File: src/rtl/vga_timing_gen_if.sv
// Pixel-side bundle between the VGA timing master and its pixel/overlay clients plus the pins.
// Latency: none (wires only).
// Backpressure: none; the client answer is sampled blindly at a fixed latency.
interface vga_timing_gen_if;
    logic [15:0] pixel_data;
    logic        data_req;
    logic [9:0]  pixel_xpos;
    logic [9:0]  pixel_ypos;
    logic        frame_start;
    logic        video_hs;
    logic        video_vs;
    logic        video_de;
    logic [15:0] video_rgb;

    modport master (
        input  pixel_data,
        output data_req, pixel_xpos, pixel_ypos, frame_start,
        output video_hs, video_vs, video_de, video_rgb
    );

    modport slave (
        output pixel_data,
        input  data_req, pixel_xpos, pixel_ypos, frame_start,
        input  video_hs, video_vs, video_de, video_rgb
    );
endinterface

File: src/rtl/vga_timing_gen.sv
// VGA display-timing master: sync/DE generation, pixel coordinate requests, client data alignment.
// Latency: counter to request stage 1 clk, counter to video pins PIX_LAT+2 clks.
// Backpressure: none; pixel_data is taken PIX_LAT clks after its coordinates without handshake.
module vga_timing_gen #(
    parameter int H_SYNC  = 96,
    parameter int H_BACK  = 48,
    parameter int H_DISP  = 640,
    parameter int H_FRONT = 16,
    parameter int V_SYNC  = 2,
    parameter int V_BACK  = 33,
    parameter int V_DISP  = 480,
    parameter int V_FRONT = 10,
    parameter int HS_POL  = 0,
    parameter int VS_POL  = 0,
    parameter int PIX_LAT = 1
) (
    input logic             clk,
    input logic             rst,
    vga_timing_gen_if.master vga
);
    localparam int H_TOTAL = H_SYNC + H_BACK + H_DISP + H_FRONT;
    localparam int V_TOTAL = V_SYNC + V_BACK + V_DISP + V_FRONT;
    localparam int H_START = H_SYNC + H_BACK;
    localparam int V_START = V_SYNC + V_BACK;

    // 10-bit counters cannot express longer lines/frames, and the delay line is bounded.
    generate
        if (H_TOTAL > 1024 || V_TOTAL > 1024) begin : g_total_chk
            $fatal(1, "vga_timing_gen: H_TOTAL/V_TOTAL exceed 1024");
        end
        if (PIX_LAT < 0 || PIX_LAT > 4) begin : g_lat_chk
            $fatal(1, "vga_timing_gen: PIX_LAT outside 0..4");
        end
    endgenerate

    // 11-bit window bounds so an end bound of exactly 1024 still compares correctly.
    localparam logic [10:0] H_BEG_W = 11'(H_START);
    localparam logic [10:0] H_END_W = 11'(H_START + H_DISP);
    localparam logic [10:0] V_BEG_W = 11'(V_START);
    localparam logic [10:0] V_END_W = 11'(V_START + V_DISP);
    localparam logic [9:0]  H_OFS   = 10'(H_START);
    localparam logic [9:0]  V_OFS   = 10'(V_START);
    localparam logic [9:0]  H_LAST  = 10'(H_TOTAL - 1);
    localparam logic [9:0]  V_LAST  = 10'(V_TOTAL - 1);
    localparam logic [9:0]  H_SYNC_W = 10'(H_SYNC);
    localparam logic [9:0]  V_SYNC_W = 10'(V_SYNC);
    localparam logic        HS_ACT  = (HS_POL != 0);
    localparam logic        VS_ACT  = (VS_POL != 0);

    // Bit positions of the raw flags travelling down the delay line.
    localparam int F_DE = 0;
    localparam int F_VS = 1;
    localparam int F_HS = 2;

    logic [9:0]  h_cnt_q, h_cnt_d;
    logic [9:0]  v_cnt_q, v_cnt_d;
    logic        h_act, v_act, act;
    logic [2:0]  flags;
    logic [PIX_LAT:0][2:0] sr_q, sr_d;
    logic        data_req_q, frame_start_q;
    logic [9:0]  xpos_q, xpos_d;
    logic [9:0]  ypos_q, ypos_d;
    logic        hs_q, vs_q, de_q;
    logic [15:0] rgb_q;

    // Counter advance, active-window decode and next values for request stage and delay line.
    always_comb begin
        h_cnt_d = (h_cnt_q == H_LAST) ? 10'd0 : h_cnt_q + 10'd1;
        v_cnt_d = v_cnt_q;
        if (h_cnt_q == H_LAST) begin
            v_cnt_d = (v_cnt_q == V_LAST) ? 10'd0 : v_cnt_q + 10'd1;
        end

        h_act = ({1'b0, h_cnt_q} >= H_BEG_W) && ({1'b0, h_cnt_q} < H_END_W);
        v_act = ({1'b0, v_cnt_q} >= V_BEG_W) && ({1'b0, v_cnt_q} < V_END_W);
        act   = h_act && v_act;

        xpos_d = act   ? (h_cnt_q - H_OFS) : 10'd0;
        ypos_d = v_act ? (v_cnt_q - V_OFS) : 10'd0;

        flags       = 3'b000;
        flags[F_HS] = (h_cnt_q < H_SYNC_W);
        flags[F_VS] = (v_cnt_q < V_SYNC_W);
        flags[F_DE] = act;

        sr_d    = sr_q;
        sr_d[0] = flags;
        for (int i = 1; i <= PIX_LAT; i++) begin
            sr_d[i] = sr_q[i-1];
        end
    end

    // All state: counters, request stage, flag delay line and the pin register.
    always_ff @(posedge clk or posedge rst) begin
        if (rst) begin
            h_cnt_q       <= 10'd0;
            v_cnt_q       <= 10'd0;
            data_req_q    <= 1'b0;
            frame_start_q <= 1'b0;
            xpos_q        <= 10'd0;
            ypos_q        <= 10'd0;
            sr_q          <= '0;
            hs_q          <= ~HS_ACT;
            vs_q          <= ~VS_ACT;
            de_q          <= 1'b0;
            rgb_q         <= 16'h0;
        end else begin
            h_cnt_q       <= h_cnt_d;
            v_cnt_q       <= v_cnt_d;
            data_req_q    <= act;
            frame_start_q <= (h_cnt_q == 10'd0) && (v_cnt_q == 10'd0);
            xpos_q        <= xpos_d;
            ypos_q        <= ypos_d;
            sr_q          <= sr_d;
            hs_q          <= sr_q[PIX_LAT][F_HS] ? HS_ACT : ~HS_ACT;
            vs_q          <= sr_q[PIX_LAT][F_VS] ? VS_ACT : ~VS_ACT;
            de_q          <= sr_q[PIX_LAT][F_DE];
            // Client data is only trusted inside DE; blanking is forced to black.
            rgb_q         <= sr_q[PIX_LAT][F_DE] ? vga.pixel_data : 16'h0;
        end
    end

    assign vga.data_req    = data_req_q;
    assign vga.frame_start = frame_start_q;
    assign vga.pixel_xpos  = xpos_q;
    assign vga.pixel_ypos  = ypos_q;
    assign vga.video_hs    = hs_q;
    assign vga.video_vs    = vs_q;
    assign vga.video_de    = de_q;
    assign vga.video_rgb   = rgb_q;
endmodule

File: src/flat_wrapper.sv
// flat-port wrapper written by rule: the top's interface ports become plain ports
module vga_timing_gen_flat 
#(
    parameter int H_SYNC  = 96,
    parameter int H_BACK  = 48,
    parameter int H_DISP  = 640,
    parameter int H_FRONT = 16,
    parameter int V_SYNC  = 2,
    parameter int V_BACK  = 33,
    parameter int V_DISP  = 480,
    parameter int V_FRONT = 10,
    parameter int HS_POL  = 0,
    parameter int VS_POL  = 0,
    parameter int PIX_LAT = 1
)
  (clk, rst, vga_pixel_data, vga_data_req, vga_pixel_xpos, vga_pixel_ypos, vga_frame_start, vga_video_hs, vga_video_vs, vga_video_de, vga_video_rgb);
  vga_timing_gen_if vga_i ();
  input logic clk;
  input logic rst;
  input wire logic [$bits(vga_i.pixel_data)-1:0] vga_pixel_data;
  output wire logic [$bits(vga_i.data_req)-1:0] vga_data_req;
  output wire logic [$bits(vga_i.pixel_xpos)-1:0] vga_pixel_xpos;
  output wire logic [$bits(vga_i.pixel_ypos)-1:0] vga_pixel_ypos;
  output wire logic [$bits(vga_i.frame_start)-1:0] vga_frame_start;
  output wire logic [$bits(vga_i.video_hs)-1:0] vga_video_hs;
  output wire logic [$bits(vga_i.video_vs)-1:0] vga_video_vs;
  output wire logic [$bits(vga_i.video_de)-1:0] vga_video_de;
  output wire logic [$bits(vga_i.video_rgb)-1:0] vga_video_rgb;
  assign vga_i.pixel_data = vga_pixel_data;
  assign vga_data_req = vga_i.data_req;
  assign vga_pixel_xpos = vga_i.pixel_xpos;
  assign vga_pixel_ypos = vga_i.pixel_ypos;
  assign vga_frame_start = vga_i.frame_start;
  assign vga_video_hs = vga_i.video_hs;
  assign vga_video_vs = vga_i.video_vs;
  assign vga_video_de = vga_i.video_de;
  assign vga_video_rgb = vga_i.video_rgb;
  vga_timing_gen #(.H_SYNC(H_SYNC), .H_BACK(H_BACK), .H_DISP(H_DISP), .H_FRONT(H_FRONT), .V_SYNC(V_SYNC), .V_BACK(V_BACK), .V_DISP(V_DISP), .V_FRONT(V_FRONT), .HS_POL(HS_POL), .VS_POL(VS_POL), .PIX_LAT(PIX_LAT)) u_core (.clk(clk), .rst(rst), .vga(vga_i));
endmodule
File: config.mk
export PLATFORM = sky130hd
export DESIGN_NAME = vga_timing_gen_flat
export DESIGN_NICKNAME = d
export VERILOG_FILES = /design/src/rtl/vga_timing_gen_if.sv /design/src/rtl/vga_timing_gen.sv /design/src/flat_wrapper.sv
export SDC_FILE = /design/constraint.sdc
export NUM_CORES = 1
export LEC_CHECK = 0
export CAP_MARGIN = 20
export CORE_MARGIN = 3
export CORE_UTILIZATION = 54
export DETAILED_ROUTE_END_ITERATION = 8
export PLACE_DENSITY_LB_ADDON = 0.12
export SYNTH_ARGS = -nofsm -noshare
export SYNTH_HDL_FRONTEND = slang
export SYNTH_SLANG_ARGS = --single-unit
File: constraint.sdc
create_clock -name clk -period 5.2 [get_ports clk]
set_input_delay 1.56 -clock clk [delete_from_list [all_inputs] [get_ports clk]]
set_output_delay 1.56 -clock clk [all_outputs]
set_load 0.05 [all_outputs]
==> results.yml <==
outcome:
  status: "completed"
drt:
  drc: 0
  vias_per_cell: 5.11
  postRouteWirelength_um: 5280
  vias: 1935
  ant_nets: 0
  dr.pass1.iters: 4
  drt_iter0_markers: 175
  wire_per_inst_um: 13.9
worst_setup_path:
  crit_chain: "clkdlybuf4s50_1"
  path_buf_inv: 1
  setup.worst_path.end: "vga_video_vs"
  reg2reg_to: "u_core.vga.pixel_xpos[1]"
  start_kind: "flop"
  critPathKind: "reg -> out"
  reg2regPathDepth: 6
  reg2reg_from: "u_core.v_cnt_q[0]"
  worstSetupEndpointType: "output port"
  critPathSlowestCell: "clkdlybuf4s50_1"
  cp-startpoint: "u_core.vga.video_vs"
  r2r_slack_ns: 2.90
  cp.arrival_ns: 1.63
  cp_max_fo: 1
  critical-path-top-delay-family: "buffers and inverters"
  cp.depth: 1
  max_stage_delay_ns: 0.79
  crit_required_ns: 3.64
sta:
  setup_viol: 0
  fmax_mhz: 314
  setup_tns_ns: 0
  worstMarginPinSlew_ns: 0.951
  skew_ns: 0.0100
  slew_violations: 0
  holdWs_ns: 0.358
  finalHoldViolCount: 0
  rsz0062_at_grt: "no"
  layout_min_cycle_time_ns: 3.19
  final.period_utilization_pct: 61.3
  slew_headroom_pct: 36.5
clock_network:
  holdBufCountCts: 0
  cts_root_buffer: "clkbuf_8"
  cts_sinks: 66
  clockBufferDepth: 2
  h-tree-depth: 3
  cts_tree: "done"
  path_clk_slew_ns: 0.06
  clkLatencyLatePin_ns: 0.33
  numCtsBuffers: 9
  cts_setup_buffers: 0
  post_cts_resized: 0
synth:
  yosysTopAreaCellShare_pct: 57.2
  synth_fa_ha_area_share_pct: 3.58
  synth_seq_cells: 66
  netlist_area_um2: 2800
  synthTopCellsByCount: "dfrtp_1, and2_1, nor2_1"
  ys_types: 41
  synth_warnings: 0
  synth-simple-area-share_pct: 21.6
  synth_compound_area_share_pct: 5.23
  synth_edf_count: 0
  ys.flop_type: "dfrtp_1"
  seq_area_frac_synth_pct: 59.1
  synth_xor_area_share_pct: 5.32
  syn_inst: 250
  synth.most_common_cell: "dfrtp_1"
  yosys.area.top_type: "dfrtp_1"
  synth_top_family_by_area: "simple AND/OR/NAND/NOR gates"
  syn_nets: 276
  ys_async_sr_fraction_pct: 100
  muxShareOfSynthArea_pct: 1.16
  ys_top_cells_by_area: "dfrtp_1, and2_1, xnor2_1, ha_1, nor3_1"
  syn_area_per_cell_um2: 11.2
die:
  core_area_um2: 4880
  die_w_um: 78.0
  dieArea_um2: 6080
  die_h_um: 78.0
  fp-row-count: 25
  start_util_pct: 57.3
  io_pins: 59
global_routing:
  grt_pass1_vias: 1887
  antenna_found_initial: 0
  track_usage_pct: 19.4
  grt_pass1_wl_um: 9130
  grt_overflow: 0
  grt_start_max_net_pins: 49
pwr:
  p_per_area_nw_per_um2: 256
  p_clk_share_pct: 41.9
  power.internal_w: 0.000738
  power.leakage_nw: 1.66
  swShare_pct: 20.0
  p_switching_w: 0.000185
  pwr-share-seq_pct: 55.7
  p_comb_share_pct: 2.4
  power_w: 0.000923
  vdd_drop_max_uv: 174
finish:
  syn2layout_area_growth_pct: 28.6
  antennaDiodeCount: 0
  multi_input_area_um2: 1030
  fillers: 362
  drive_gt1_share_pct: 8.33
  final_util_pct: 73.7
  seq_area_um2: 1650
  final_net_count: 333
  stdcell_area_um2: 3600
placed_design:
  gp_congestion: 0.804
  io_buffers: 58
  post_dp_cell_area_um2: 3410
  hpwlAfterDp_um: 3710
hold_path:
  hp-class: "reg -> reg"
run:
  cap_violations: 0
layout by cell type, fill, tap and decap left out, types with 4 or more instances in the layout:
cell type,count
nand4_1,4
xor2_1,4
nor2_1,19
a21oi_1,5
ha_1,8
nor3b_1,5
nor2b_1,4
nand2_1,13
clkbuf_8,12
xnor2_1,13
o21ai_0,6
dfrtp_1,64
and3_1,5
nand3_1,8
inv_1,10
and2_1,19
nor3_1,18
clkdlybuf4s50_1,58
worst min path at each step:
stage,slack (ns),endpoint,depth (start not counted),from
finish,0.36,u_core.vga.video_vs,1,u_core.sr_q[4]
global route,0.37,u_core.sr_q[4],0,u_core.sr_d[4]
CTS,0.36,u_core.vga.video_vs,1,u_core.sr_q[4]
detailed placement,0.34,u_core.sr_q[4],0,u_core.sr_d[4]
global placement,0.33,u_core.sr_q[5],0,u_core.sr_d[5]
floorplan,0.33,u_core.sr_q[4],0,u_core.sr_d[4]
through the flow:
stage	std cells	worst slack (ns)
CTS	379	1.99
global route	379	1.97
finish	379	2.01
detailed placement	363	2.15
global placement	363	2.18
floorplan	250	1.99
final cells by class:
cell class              instances  area share [%]
clock inverters                 1           0.209
multi-input cells             158            28.7
flip-flops and latches         66            46.0
inverters                      11            1.15
clock buffers                  15            4.90
well taps                      67            2.33
repair buffers                 61            16.8
worst register-to-register path, cell delays in order (launching register included):
cell	delay [ns]
dfrtp_1	0.48
ha_1	0.39
o41ai_2	0.39
a21oi_1	0.13
nor2b_1	0.43
buf_4	0.29
nor3_1	0.07
registers in the layout, summed over array words and instances (netlist names):
name / flops
u_core.vga.video_vs: 1
u_core.vga.frame_start: 1
u_core.sr_d: 3
u_core.h_cnt_q: 10
u_core.sr_q: 3
u_core.vga.video_rgb: 16
u_core.vga.pixel_ypos: 10
u_core.vga.video_de: 1
u_core.vga.video_hs: 1
u_core.vga.pixel_xpos: 10
u_core.v_cnt_q: 10
power groups by stage:
stage	Clock (W)	Sequential [W]	Combinational [W]
3_5_place_dp	0	0.000523	0.0000232
4_1_cts	0.000399	0.000513	0.0000234
6_report	0.000387	0.000514	0.0000224
3_3_place_gp	0	0.000523	0.0000227
2_1_floorplan	0	0.000523	0.00000747
5_1_grt	0.000427	0.000513	0.0000252
cells by family after synthesis:
logic type | Yosys count
simple gates | 109
flops | 66
buf+inv | 26
compound gates | 21
xor+xnor | 17
fa+ha+maj | 8
mux | 3
metal layers:
metal  GRT usage (%)  share of wire, %  up-vias
met5               0                 0        -
met3            4.18               7.1        9
met4            8.92               1.9        0
met2            29.6                45       67
li1                -                 -      952
met1            26.7                46      907
Power figures use the tool's default switching activity.
